===== config.mk =====
export PLATFORM = sky130hd
export DESIGN_NAME = video_timing_gen_flat
export DESIGN_NICKNAME = d
export VERILOG_FILES = /design/src/rtl/video_timing_gen_if.sv /design/src/rtl/video_timing_gen.sv /design/src/flat_wrapper.sv
export SDC_FILE = /design/constraint.sdc
export NUM_CORES = 1
export LEC_CHECK = 0
export CAP_MARGIN = 20
export CORE_ASPECT_RATIO = 1.75
export CORE_MARGIN = 3
export CORE_UTILIZATION = 35
export CTS_BUF_LIST = sky130_fd_sc_hd__clkbuf_16
export DETAILED_ROUTE_END_ITERATION = 12
export DONT_BUFFER_PORTS = 1
export GPL_ROUTABILITY_DRIVEN = 0
export PLACE_DENSITY = 0.51
export RECOVER_POWER = 25
export SLEW_MARGIN = 20
export SYNTH_ARGS = -nofsm -noshare
export SYNTH_HDL_FRONTEND = slang
export SYNTH_SLANG_ARGS = --single-unit

===== constraint.sdc =====
create_clock -name pclk -period 4 [get_ports pclk]
set_input_delay 0.8 -clock pclk [delete_from_list [all_inputs] [get_ports pclk]]
set_output_delay 0.8 -clock pclk [all_outputs]
set_load 0.1 [all_outputs]

===== src/rtl/video_timing_gen_if.sv =====
// Pixel/timing bundle between the raster generator, its external pixel source and the TMDS encoder.
interface video_timing_gen_if;
  logic        en;
  logic [23:0] pix_rgb;
  logic [23:0] rgb;
  logic        hsync;
  logic        vsync;
  logic        de;
  logic [11:0] x_o;
  logic [11:0] y_o;
  logic        sof;
  logic        busy;

  modport master (output en, pix_rgb, input rgb, hsync, vsync, de, x_o, y_o, sof, busy);
  modport slave  (input en, pix_rgb, output rgb, hsync, vsync, de, x_o, y_o, sof, busy);
endinterface


===== src/rtl/video_timing_gen.sv =====
// Raster timing generator with registered hsync/vsync/de/rgb/sof for the TMDS encoder.
// Define VTG_PATTERN_EN to source rgb from internal 8-bar colour pattern instead of pix_rgb.
module video_timing_gen #(
  parameter int H_ACTIVE = 640,
  parameter int H_FP     = 16,
  parameter int H_SYNC   = 96,
  parameter int H_BP     = 48,
  parameter int V_ACTIVE = 480,
  parameter int V_FP     = 10,
  parameter int V_SYNC   = 2,
  parameter int V_BP     = 33,
  parameter bit H_POL    = 1'b0,
  parameter bit V_POL    = 1'b0
) (
  input  logic               pclk,
  input  logic               rstin,
  video_timing_gen_if.slave  vif
);
  localparam int H_TOTAL = H_ACTIVE + H_FP + H_SYNC + H_BP;
  localparam int V_TOTAL = V_ACTIVE + V_FP + V_SYNC + V_BP;
  localparam logic [11:0] H_LAST = 12'(H_TOTAL - 1);
  localparam logic [11:0] V_LAST = 12'(V_TOTAL - 1);
  localparam logic [11:0] H_ACT  = 12'(H_ACTIVE);
  localparam logic [11:0] V_ACT  = 12'(V_ACTIVE);
  localparam logic [11:0] HS_BEG = 12'(H_ACTIVE + H_FP);
  localparam logic [11:0] HS_END = 12'(H_ACTIVE + H_FP + H_SYNC);
  localparam logic [11:0] VS_BEG = 12'(V_ACTIVE + V_FP);
  localparam logic [11:0] VS_END = 12'(V_ACTIVE + V_FP + V_SYNC);

  typedef enum logic [1:0] {IDLE, RUN, DRAIN} state_t;

  state_t      state;
  logic [11:0] h_cnt, v_cnt;
  logic [23:0] rgb_q, pix;
  logic        hsync_q, vsync_q, de_q, sof_q, busy_q;
  logic        h_last, f_last, active, hs_on, vs_on;

  always_comb begin
    h_last = (h_cnt == H_LAST);
    f_last = h_last && (v_cnt == V_LAST);
    active = (h_cnt < H_ACT) && (v_cnt < V_ACT);
    hs_on  = (h_cnt >= HS_BEG) && (h_cnt < HS_END);
    vs_on  = (v_cnt >= VS_BEG) && (v_cnt < VS_END);
  end

`ifdef VTG_PATTERN_EN
  localparam logic [11:0] BAR_W = 12'(H_ACTIVE / 8);
  logic [2:0] bar;
  logic       unused_pix;
  assign unused_pix = ^vif.pix_rgb;

  always_comb begin
    bar = 3'(h_cnt / BAR_W);
    case (bar)
      3'd0:    pix = 24'hFFFFFF;
      3'd1:    pix = 24'hFFFF00;
      3'd2:    pix = 24'h00FFFF;
      3'd3:    pix = 24'h00FF00;
      3'd4:    pix = 24'hFF00FF;
      3'd5:    pix = 24'hFF0000;
      3'd6:    pix = 24'h0000FF;
      default: pix = 24'h000000;
    endcase
  end
`else
  // External source answers x_o/y_o combinationally; sampled on the edge that registers de.
  assign pix = vif.pix_rgb;
`endif

  always_ff @(posedge pclk or posedge rstin) begin
    if (rstin) begin
      state   <= IDLE;
      h_cnt   <= '0;
      v_cnt   <= '0;
      busy_q  <= 1'b0;
      de_q    <= 1'b0;
      rgb_q   <= '0;
      hsync_q <= ~H_POL;
      vsync_q <= ~V_POL;
      sof_q   <= 1'b0;
    end else begin
      if (state == IDLE) begin
        de_q    <= 1'b0;
        rgb_q   <= '0;
        hsync_q <= ~H_POL;
        vsync_q <= ~V_POL;
        sof_q   <= 1'b0;
      end else begin
        de_q    <= active;
        rgb_q   <= active ? pix : '0;
        hsync_q <= hs_on ? H_POL : ~H_POL;
        vsync_q <= vs_on ? V_POL : ~V_POL;
        sof_q   <= (h_cnt == '0) && (v_cnt == '0);
      end

      case (state)
        IDLE: if (vif.en) begin
          state  <= RUN;
          busy_q <= 1'b1;
        end
        RUN, DRAIN: begin
          // Only the last pixel of a frame may stop the raster; anything else keeps timing intact.
          if (f_last && !vif.en) begin
            state  <= IDLE;
            busy_q <= 1'b0;
            h_cnt  <= '0;
            v_cnt  <= '0;
          end else begin
            state <= vif.en ? RUN : DRAIN;
            h_cnt <= h_last ? '0 : h_cnt + 12'd1;
            if (h_last) v_cnt <= (v_cnt == V_LAST) ? '0 : v_cnt + 12'd1;
          end
        end
        default: begin
          state  <= IDLE;
          busy_q <= 1'b0;
          h_cnt  <= '0;
          v_cnt  <= '0;
        end
      endcase
    end
  end

  always_ff @(posedge pclk)
    assert (H_TOTAL <= 4095 && V_TOTAL <= 4095)
      else $error("video_timing_gen: raster totals exceed 12-bit counters");

  assign vif.rgb   = rgb_q;
  assign vif.hsync = hsync_q;
  assign vif.vsync = vsync_q;
  assign vif.de    = de_q;
  assign vif.sof   = sof_q;
  assign vif.busy  = busy_q;
  assign vif.x_o   = h_cnt;
  assign vif.y_o   = v_cnt;
endmodule


===== src/flat_wrapper.sv =====
// flat-port wrapper written by rule: the top's interface ports become plain ports
module video_timing_gen_flat 
#(
  parameter int H_ACTIVE = 640,
  parameter int H_FP     = 16,
  parameter int H_SYNC   = 96,
  parameter int H_BP     = 48,
  parameter int V_ACTIVE = 480,
  parameter int V_FP     = 10,
  parameter int V_SYNC   = 2,
  parameter int V_BP     = 33,
  parameter bit H_POL    = 1'b0,
  parameter bit V_POL    = 1'b0
)
  (pclk, rstin, vif_en, vif_pix_rgb, vif_rgb, vif_hsync, vif_vsync, vif_de, vif_x_o, vif_y_o, vif_sof, vif_busy);
  video_timing_gen_if vif_i ();
  input  logic pclk;
  input  logic rstin;
  input wire logic [$bits(vif_i.en)-1:0] vif_en;
  input wire logic [$bits(vif_i.pix_rgb)-1:0] vif_pix_rgb;
  output wire logic [$bits(vif_i.rgb)-1:0] vif_rgb;
  output wire logic [$bits(vif_i.hsync)-1:0] vif_hsync;
  output wire logic [$bits(vif_i.vsync)-1:0] vif_vsync;
  output wire logic [$bits(vif_i.de)-1:0] vif_de;
  output wire logic [$bits(vif_i.x_o)-1:0] vif_x_o;
  output wire logic [$bits(vif_i.y_o)-1:0] vif_y_o;
  output wire logic [$bits(vif_i.sof)-1:0] vif_sof;
  output wire logic [$bits(vif_i.busy)-1:0] vif_busy;
  assign vif_i.en = vif_en;
  assign vif_i.pix_rgb = vif_pix_rgb;
  assign vif_rgb = vif_i.rgb;
  assign vif_hsync = vif_i.hsync;
  assign vif_vsync = vif_i.vsync;
  assign vif_de = vif_i.de;
  assign vif_x_o = vif_i.x_o;
  assign vif_y_o = vif_i.y_o;
  assign vif_sof = vif_i.sof;
  assign vif_busy = vif_i.busy;
  video_timing_gen #(.H_ACTIVE(H_ACTIVE), .H_FP(H_FP), .H_SYNC(H_SYNC), .H_BP(H_BP), .V_ACTIVE(V_ACTIVE), .V_FP(V_FP), .V_SYNC(V_SYNC), .V_BP(V_BP), .H_POL(H_POL), .V_POL(V_POL)) u_core (.pclk(pclk), .rstin(rstin), .vif(vif_i));
endmodule

==> results of run 1 <==
[logic make-up after synthesis]
| kind of cell | after synthesis | share of synthesized area |
|---|---|---|
| simple gates | 106 | 0.257 |
| flops | 55 | 0.548 |
| compound gates | 38 | 0.0950 |
| buf+inv | 21 | 0.0393 |
| xor+xnor | 9 | 0.0313 |
| fa+ha+maj | 6 | 0.0298 |
[sequential cells by signal, summed over array words and instances (netlist names)]
| name | cells |
|---|---|
| u_core.state | 2 |
| u_core.vif.busy | 1 |
| u_core.vif.de | 1 |
| u_core.vif.hsync | 1 |
| u_core.vif.rgb | 24 |
| u_core.vif.sof | 1 |
| u_core.vif.vsync | 1 |
| u_core.vif.x_o | 12 |
| u_core.vif.y_o | 12 |
[per-stage QoR]
stage / cell area [um2] / hold WS [ps] / setup WS (ps) / cells
6_report: 2820 / 560 / 1220 / 330
5_1_grt: 2820 / 557 / 1030 / 330
4_1_cts: 2820 / 560 / 1170 / 330
3_5_place_dp: 2670 / 568 / 1190 / 322
3_3_place_gp: 2670 / 549 / 1260 / 322
2_1_floorplan: 2520 / 526 / 1590 / 235
[worst max path at each step]
stage | slack (ps) | to | depth (start not counted) | from
after floorplan | 1590 | u_core.vif.y_o[10] | 7 | u_core.vif.y_o[0]
after CTS | 1170 | u_core.vif.x_o[1] | 4 | u_core.vif.y_o[5]
after global routing | 1030 | u_core.vif.x_o[1] | 4 | u_core.vif.y_o[5]
after global placement | 1260 | u_core.vif.x_o[1] | 4 | u_core.vif.y_o[5]
final | 1220 | u_core.vif.x_o[1] | 4 | u_core.vif.y_o[5]
after detailed placement | 1190 | u_core.vif.x_o[1] | 4 | u_core.vif.y_o[5]
[routing by layer]
metal  GRT usage  up-vias  part of all wire
met4      0.0588        0             0.019
met5           0        -                 0
met2       0.264       75              0.54
li1            -      856                 -
met1       0.153      880              0.35
met3      0.0655        9             0.086
[power by group through the flow]
| stage | Combinational, mW | Clock, mW | Sequential, mW |
|---|---|---|---|
| floorplan | 0.367 | 0 | 1.58 |
| global placement | 0.551 | 0 | 1.49 |
| detailed placement | 0.565 | 0 | 1.49 |
| CTS | 0.561 | 0.458 | 1.48 |
| global route | 0.619 | 0.478 | 1.49 |
| finish | 0.547 | 0.444 | 1.48 |
[cell usage after synthesis, types with 5 or more instances]
| library cell | count |
|---|---|
| ha_1 | 6 |
| inv_1 | 9 |
| clkbuf_1 | 6 |
| and3_1 | 8 |
| and2_1 | 27 |
| dfrtp_1 | 53 |
| and4_1 | 5 |
| nand2b_1 | 5 |
| xor2_1 | 6 |
| nand4_1 | 7 |
| nor3_1 | 6 |
| o21ai_0 | 9 |
| nand2_1 | 13 |
| nor2_1 | 11 |
| a31oi_1 | 18 |
| nand3_1 | 6 |
[worst register-to-register path, cell delays in order, from the launching register on]
cell      delay, ps
dfrtp_1         790
nor4b_1         710
nand4_1         560
o311ai_0        470
o21ai_0         120
[area by class of cell]
type	instances	area, um2	area share
flip-flops and latches	55	1380	0.489
multi-input cells	159	1040	0.369
clock buffers	5	125	0.0444
repair buffers	15	113	0.0400
well taps	84	105	0.0373
inverters	9	33.8	0.0120
clock inverters	3	23.8	0.00844
==> out/results.ini, run 1 <==
[floorplanning]
row_count = 40
die_y_um = 118
core_area_um2 = 6910
initial_core_util = 0.364
die-area_um2 = 8280
num_io_pins = 80
die_w_um = 70.1

[global_route]
grt_antenna_before_repair = 0
globalRouteOverflowTotal = 0
grt_pass1_wl_mm = 9.76
grt_max_degree = 56
gr-usage-all-layers = 0.150
first_global_vias = 1899

[critical_path]
arrival_ps = 2940
cp_top_family = simple AND/OR/NAND/NOR gates
path_cells = nor4b_1, nand4_1, o311ai_0, o21ai_0
cpMaxStageDelayCell = dfrtp_1
r2r_slack_ps = 1220
endpoint_kind = flip-flop
startpoint_type = flip-flop
cp_max_fo = 11
r2r_cells = 4
critPathMaxStageDelay_ps = 790
critPathKind = flip-flop to flip-flop
crit_required_ps = 4160
r2r-start = u_core.vif.y_o[5]
r2r_end = u_core.vif.x_o[1]
critical_path_buf_inv_count = 0

[hold_path]
hold_depth = 1
hold_class = primary input to flip-flop
worstHoldStart = vif_en
holdPathEnd = u_core.state[1]

[clocking]
clk_path_buf_depth = 2
tritoncts = built
clk_pin_slew_ps = 70
clkSinkCount = 55
cts_hold_buf = 0
cts_buffers = 5
post-cts-setup-buffers = 0
cts_root_buffer = clkbuf_16
post_cts_resized = 0
clock_latency_ps = 300
h-tree-depth = 2

[pwr]
power.density_nw_per_um2 = 876
seq_power_share = 0.598
p_switching_mw = 1.40
peakVddDrop_mv = 0.492
sw_frac_of_total = 0.568
finalPower_mw = 2.47
combPwrFrac = 0.222
leakage_nw = 1.29
internal-power_mw = 1.07
pwr-share-clk = 0.180

[timing]
slew_viol_final = 0
fin_crit_sh = 0.695
slew_headroom = 0.274
timing.final.hold_violations = 0
min_period_ps = 2780
fmax_mhz = 360
worst_pin_slew_ps = 1090
finClkSkew_ps = 6.26
setup_viol = 0
rsz0062_at_grt = no
setup_tns_ps = 0

[route]
vias = 1820
drt-initial-drc-count = 89
drtPass1Iterations = 4
wire_per_inst_um = 18.0
ant_nets = 0
drc_errors = 0
routed_wl_mm = 5.93
routed_via_density = 5.52

[yosys]
async_flop_share = 1.00
synth_area_um2 = 2520
syn_nets = 268
synth_ff_type = dfrtp_1
synth_edf_count = 0
avgSynthCellArea_um2 = 10.7
yosysSeqAreaShare = 0.548
synth_top_cell_by_area = dfrtp_1
synth_top_area_frac = 0.527
postSynthCellCount = 235
yosysWarnings = 0
ys_ff_latch = 55
synth_cell_types = 37
synthTopCellsByArea = dfrtp_1 53%, and2_1 6.7%, a31oi_1 4.5%

[finish]
area.growth.synth_to_final_pct = 12.0
final_common_cell = dfrtp_1
drive_gt1_frac = 0.114
finish.utilization = 0.408
layout_common_cells = 53 x dfrtp_1, 27 x and2_1, 18 x a31oi_1
layout.nets = 278
fill_cells = 690
diodes = 0

[placed_design]
dp_hpwl_mm = 4.22
portBuffers = 0

[flow_run]
drv_cap = 0

[outcome]
status = finished, final reports clean

Power figures use the tool's default switching activity.
==> inputs of run 2 (changes only) <==
clock period = 2.86 ns   (was 4 ns; I/O delays follow)
==> run 2 against run 1 <==
Non-clock buffer count increased by 13. Largest power group unchanged. Setup slack got worse by 570 ps. Sequential power rose by 41%. Highest routed layer unchanged.
==> out/results.ini, run 2 (same netlist as run 1, synthesis figures left out) <==
[timing]
finClkSkew_ps = 4.58  ; -1.68 ps
fmax_mhz = 451  ; +26%
setup_ws_ps = 645  ; -574 ps
timing.final.hold_violations = 0  ; unchanged
slew_viol_final = 0  ; unchanged
min_period_ps = 2220  ; -566 ps
rsz0062_at_grt = no
slew_headroom = 0.0577  ; -0.216
setup_tns_ps = 0  ; unchanged
fin_crit_sh = 0.775  ; +0.0793
worst_pin_slew_ps = 1410  ; +322 ps
setup_viol = 0  ; unchanged

[placed_design]
placed_area_um2 = 2770  ; +3.7%
dp_hpwl_mm = 4.65  ; +10%
place_ws_ps = 625  ; -569 ps
portBuffers = 0  ; unchanged

[route]
ant_nets = 0  ; unchanged
routed_wl_mm = 6.27  ; +5.7%
drc_errors = 0  ; unchanged
routed_via_density = 5.63  ; +2.1%
drtPass1Iterations = 4  ; unchanged
wire_per_inst_um = 18.3  ; +1.7%
vias = 1932  ; +6.2%
drt-initial-drc-count = 60  ; -33%

[critical_path]
startpoint_type = flip-flop
r2r_cells = 6  ; +2
cp_max_fo = 12  ; +1
r2r_slack_ps = 640  ; -570 ps
arrival_ps = 2430  ; -510 ps
critPathKind = flip-flop to flip-flop
endpoint_kind = flip-flop
r2r-start = u_core.state[0]
r2r_end = u_core.vif.y_o[11]
crit_required_ps = 3080  ; -1080 ps

[pwr]
power.density_nw_per_um2 = 1220  ; +39%
peakVddDrop_mv = 0.760  ; +55%
leakage_nw = 1.37  ; +6.2%

[clocking]
clock_latency_ps = 290  ; about the same
clkSinkCount = 55  ; unchanged
clk_path_buf_depth = 2  ; unchanged
cts_hold_buf = 0  ; unchanged
cts_root_buffer = clkbuf_16
post_cts_resized = 0  ; unchanged
cts_buffers = 5  ; unchanged
h-tree-depth = 2  ; unchanged
tritoncts = built
clk_pin_slew_ps = 70  ; about the same
post-cts-setup-buffers = 0  ; unchanged

[floorplanning]
die_y_um = 118  ; unchanged
core_area_um2 = 6910  ; unchanged
row_count = 40  ; unchanged
die_w_um = 70.1  ; unchanged
num_io_pins = 80  ; unchanged
initial_core_util = 0.364  ; unchanged
die-area_um2 = 8280  ; unchanged

[finish]
largest_reg_flops = 24  ; unchanged
final_area_um2 = 2930  ; +3.9%
diodes = 0  ; unchanged
final_common_cell = dfrtp_1
area.growth.synth_to_final_pct = 16.3
drive_gt1_frac = 0.151  ; +0.0368
finish.utilization = 0.424  ; +0.0158
layout_common_cells = 53 x dfrtp_1, 27 x and2_1, 27 x buf_4
layout.nets = 291  ; +4.7%

[hold_path]
hold_class = primary input to flip-flop
holdPathEnd = u_core.state[1]
worstHoldStart = vif_en
hold_depth = 1  ; unchanged

[global_route]
top_usage_layer = met2
use_met2 = 0.294  ; +0.0308
first_global_vias = 2025  ; +6.6%
grt_pass1_wl_mm = 10.2  ; +4.7%
grt_antenna_before_repair = 0  ; unchanged
grt_use_met3 = 0.0570  ; -0.00851
gr-usage-all-layers = 0.159  ; +0.00899
grt_max_degree = 37  ; -34%
globalRouteOverflowTotal = 0  ; unchanged
met1_usage = 0.153  ; +0.000591

[outcome]
status = finished, final reports clean

[flow_run]
drv_cap = 0  ; unchanged

[run 2: area by class of cell]
| class | instances | area, um2 |
|---|---|---|
| inverters | 9 | 33.8 |
| fillers | 683 | 3980 |
| clock inverters | 3 | 38.8 |
| repair buffers | 28 | 206 |
| multi-input cells | 159 | 1040 |
| flip-flops and latches | 55 | 1380 |
| clock buffers | 5 | 125 |
| well taps | 84 | 105 |
[run 2: metal layers]
metal	wire length [um]	vias to the layer above	part of all wire
met5	0	-	0
met4	145	0	0.023
met3	487	9	0.078
met2	3450	73	0.55
met1	2190	963	0.35
li1	-	887	-
[run 2: worst max-delay path, cell delays in order, from the launching register on]
cell	delay, ps
dfrtp_1	380
inv_1	50
ha_1	360
inv_1	130
a41oi_1	790
o21ai_0	210
a31oi_1	210
[run 2: power breakdown]
part,switching [mW],internal [mW]
registers,1.15,0.925
logic,0.543,0.258
clock network,0.269,0.409
[run 2: per-stage QoR]
step / hold slack, ps / std cells / total power, mW
after floorplan: 526 / 235 / 2.72
after global placement: 545 / 335 / 2.91
after detailed placement: 550 / 335 / 2.91
after CTS: 330 / 343 / 3.61
after global routing: 334 / 343 / 3.73
final: 340 / 343 / 3.56
[run 2: worst max-delay path by stage]
stage	end	cells after the start	slack (ps)	startpoint
after CTS	u_core.vif.y_o[11]	6	620	u_core.state[0]
after detailed placement	u_core.vif.y_o[11]	6	620	u_core.state[0]
final	u_core.vif.y_o[11]	6	640	u_core.state[0]
after floorplan	u_core.vif.y_o[10]	7	450	u_core.vif.y_o[0]
after global routing	u_core.vif.rgb[19]	2	370	rstin
after global placement	u_core.vif.y_o[11]	6	650	u_core.state[0]
==> inputs of run 3 (changes only) <==
ABC_AREA = 1   (was not set)
PLACE_DENSITY = 0.53   (was 0.51)
clock period = 2 ns   (was 2.86 ns; I/O delays follow)
==> run 3 against run 2 <==
Power increased by 62%. Setup slack got worse by 410 ps. First-iteration DRC count is 37% higher. Die area up 8.9%. Clock skew increased by 3.8 ps. Area after synthesis up 9.6%. Clock-buffer cell count did not move. Combinational power rose to 4.2 times the previous value. Routed wire length is 6.9% higher.
==> out/results.ini, run 3 <==
[clocking]
post-cts-setup-buffers = 0  ; unchanged
clk_pin_slew_ps = 80  ; about the same
cts_root_buffer = clkbuf_16
clkSinkCount = 55  ; unchanged
clk_path_buf_depth = 2  ; unchanged
tritoncts = built
h-tree-depth = 2  ; unchanged
cts_hold_buf = 0  ; unchanged
post_cts_resized = 0  ; unchanged
clock_latency_ps = 300  ; about the same
cts_buffers = 5  ; unchanged

[critical_path]
crit_required_ps = 2190  ; -890 ps
cp_max_fo = 6  ; -6
startpoint_type = flip-flop
critPathKind = flip-flop to flip-flop
r2r_slack_ps = 230  ; -410 ps
cpMaxStageDelayCell = nor3_1
critPathMaxStageDelay_ps = 400  ; -390 ps
cp_top_family = simple AND/OR/NAND/NOR gates
endpoint_kind = flip-flop
path_cells = inv_1, ha_1, nor3_1, nand2_1, nor2_1, nand2_1, nand2_1, nor2_1
cpMostUsedCell = nand2_1
critical_path_buf_inv_count = 1  ; -1
arrival_ps = 1960  ; -470 ps

[pwr]
combPwrFrac = 0.587  ; +0.362
seq_power_share = 0.258  ; -0.326
p_switching_mw = 3.23  ; +64%
power.density_nw_per_um2 = 1700  ; +40%
peakVddDrop_mv = 0.975  ; +28%
pwr-share-clk = 0.155  ; -0.036
sw_frac_of_total = 0.560  ; +0.00720
leakage_nw = 1.79  ; +31%
internal-power_mw = 2.54  ; +60%

[yosys]
yosysWarnings = 0  ; unchanged
synth_area_um2 = 2760  ; +9.6%
postSynthCellCount = 340  ; +45%
avgSynthCellArea_um2 = 8.11  ; -24%
yosysSeqAreaShare = 0.500  ; -0.0480
synth_edf_count = 0  ; unchanged
async_flop_share = 1.00  ; unchanged
syn_nets = 373  ; +39%
synth_top_area_frac = 0.481  ; -0.0462
synth_top_cell_by_area = dfrtp_1
synth_most_common_cell = nand2_1
synth_cell_types = 29  ; -22%
ys_ff_latch = 55  ; unchanged
synthTopCellsByArea = dfrtp_1 48%, nand2_1 9.5%, nor2_1 8.0%
synth_ff_type = dfrtp_1
ys_top_cells_by_count = 70 x nand2_1, 59 x nor2_1, 53 x dfrtp_1, 52 x inv_1, 22 x nand3_1

[floorplanning]
core_area_um2 = 7620  ; +10%
row_count = 42  ; +5.0%
die_w_um = 73.1  ; +4.3%
initial_core_util = 0.362  ; -0.00241
die_y_um = 123  ; +4.5%
die-area_um2 = 9020  ; +8.9%
num_io_pins = 80  ; unchanged

[route]
wire_per_inst_um = 13.8  ; -25%
routed_via_density = 4.85  ; -14%
routed_wl_mm = 6.71  ; +6.9%
drtPass1Iterations = 4  ; unchanged
ant_nets = 0  ; unchanged
vias = 2361  ; +22%
drt-initial-drc-count = 82  ; +37%
drc_errors = 0  ; unchanged

[finish]
final_cells = 487  ; +42%
multi_input_area_um2 = 1100  ; +5.9%
diodes = 0  ; unchanged
seqCellArea_um2 = 1380  ; +0.27%
area.growth.synth_to_final_pct = 23.4
final_common_cell = nand2_1
largest_reg_flops = 24  ; unchanged
drive_gt1_frac = 0.228  ; +0.0775
layout_common_cells = 70 x nand2_1, 59 x nor2_1, 57 x buf_4
final_area_um2 = 3400  ; +16%
layout.nets = 431  ; +48%
fill_cells = 745  ; +9.1%

[timing]
timing.final.hold_violations = 0  ; unchanged
rsz0062_at_grt = no
hold_ws_ps = 197  ; -144 ps
slew_viol_final = 0  ; unchanged
finClkSkew_ps = 8.41  ; +3.83 ps
fin_crit_sh = 0.884  ; +0.110
worst_pin_slew_ps = 1330  ; -78.8 ps
setup_viol = 0  ; unchanged
fmax_mhz = 566  ; +25%
min_period_ps = 1770  ; -447 ps
slew_headroom = 0.111  ; +0.0535
setup_tns_ps = 0  ; unchanged

[outcome]
status = finished, final reports clean

[global_route]
grt_max_degree = 56  ; +51%
gr-usage-all-layers = 0.158  ; -0.000278
globalRouteOverflowTotal = 0  ; unchanged
first_global_vias = 2421  ; +20%
grt_pass1_wl_mm = 11.1  ; +8.6%
grt_antenna_before_repair = 0  ; unchanged

[placed_design]
placed_area_um2 = 3260  ; +18%
dp.cells = 479  ; +43%
dp_hpwl_mm = 5.26  ; +13%
portBuffers = 0  ; unchanged

[hold_path]
hold_class = primary input to flip-flop

[flow_run]
drv_cap = 0  ; unchanged

## run 3: cell count changes after synthesis, moves of 4 or more
cell	before	now
a31oi_1	18	0
and2_1	27	0
and3_1	8	0
and4_1	5	0
clkbuf_1	6	0
inv_1	9	52
inv_2	0	6
nand2_1	13	70
nand2b_1	5	0
nand3_1	6	22
nor2_1	11	59
nor3_1	6	11
nor4b_1	4	0
## run 3: worst register-to-register path, cell delays in order, from the launching register on
cell     delay, ps
dfrtp_1        350
inv_1           60
ha_1           290
nor3_1         400
nand2_1        170
nor2_1         200
nand2_1         80
nand2_1         60
nor2_1          40
## run 3: area by class of cell
type / instances / area share
flip-flops and latches: 55 / 0.406
multi-input cells: 219 / 0.323
repair buffers: 58 / 0.127
inverters: 59 / 0.0655
clock buffers: 5 / 0.0368
well taps: 88 / 0.0324
clock inverters: 3 / 0.00846
## run 3: final timing paths
path                              startpoint                 end  cells past startpoint
setup / recovery             u_core.state[0]   u_core.vif.x_o[9]                      8
hold / removal               vif_pix_rgb[14]  u_core.vif.rgb[14]                      2
setup reg to reg             u_core.state[0]   u_core.vif.x_o[9]                      8
hold reg to reg            u_core.vif.x_o[1]   u_core.vif.x_o[1]                      2
max in group asynchronous              rstin   u_core.vif.y_o[2]                      2
min in group asynchronous              rstin     u_core.vif.busy                      2
## run 3: power by group through the flow
stage / clock [mW] / combinational [mW] / sequential [mW]
2_1_floorplan: 0 / 0.971 / 3.21
3_3_place_gp: 0 / 3.41 / 1.51
3_5_place_dp: 0 / 3.42 / 1.52
4_1_cts: 0.927 / 3.43 / 1.50
5_1_grt: 0.968 / 3.60 / 1.53
6_report: 0.893 / 3.39 / 1.49
## run 3: per-layer routing
layer,GRT usage,up-vias,routed length (um)
li1,-,1168,-
met1,0.163,1095,2470
met2,0.291,83,3620
met3,0.0488,15,461
met4,0.0589,0,159
met5,0,-,0
## run 3: kinds of logic (layout without fill, tap and decap cells)
| family | after synthesis | count (layout) | synth area share |
|---|---|---|---|
| buf+inv | 66 | 125 | 0.101 |
| fa+ha+maj | 6 | 6 | 0.0272 |
| simple gates | 183 | 183 | 0.297 |
| xor+xnor | 9 | 9 | 0.0286 |
| compound gates | 21 | 21 | 0.0458 |
| flops | 55 | 55 | 0.500 |
## run 3: per-stage QoR
step	setup slack, ps	utilization	power, mW
detailed placement	294	0.428	4.94
floorplan	-2.37	-	4.18
CTS	284	0.448	5.85
global placement	318	0.428	4.92
finish	232	0.446	5.77
global route	142	0.446	6.09
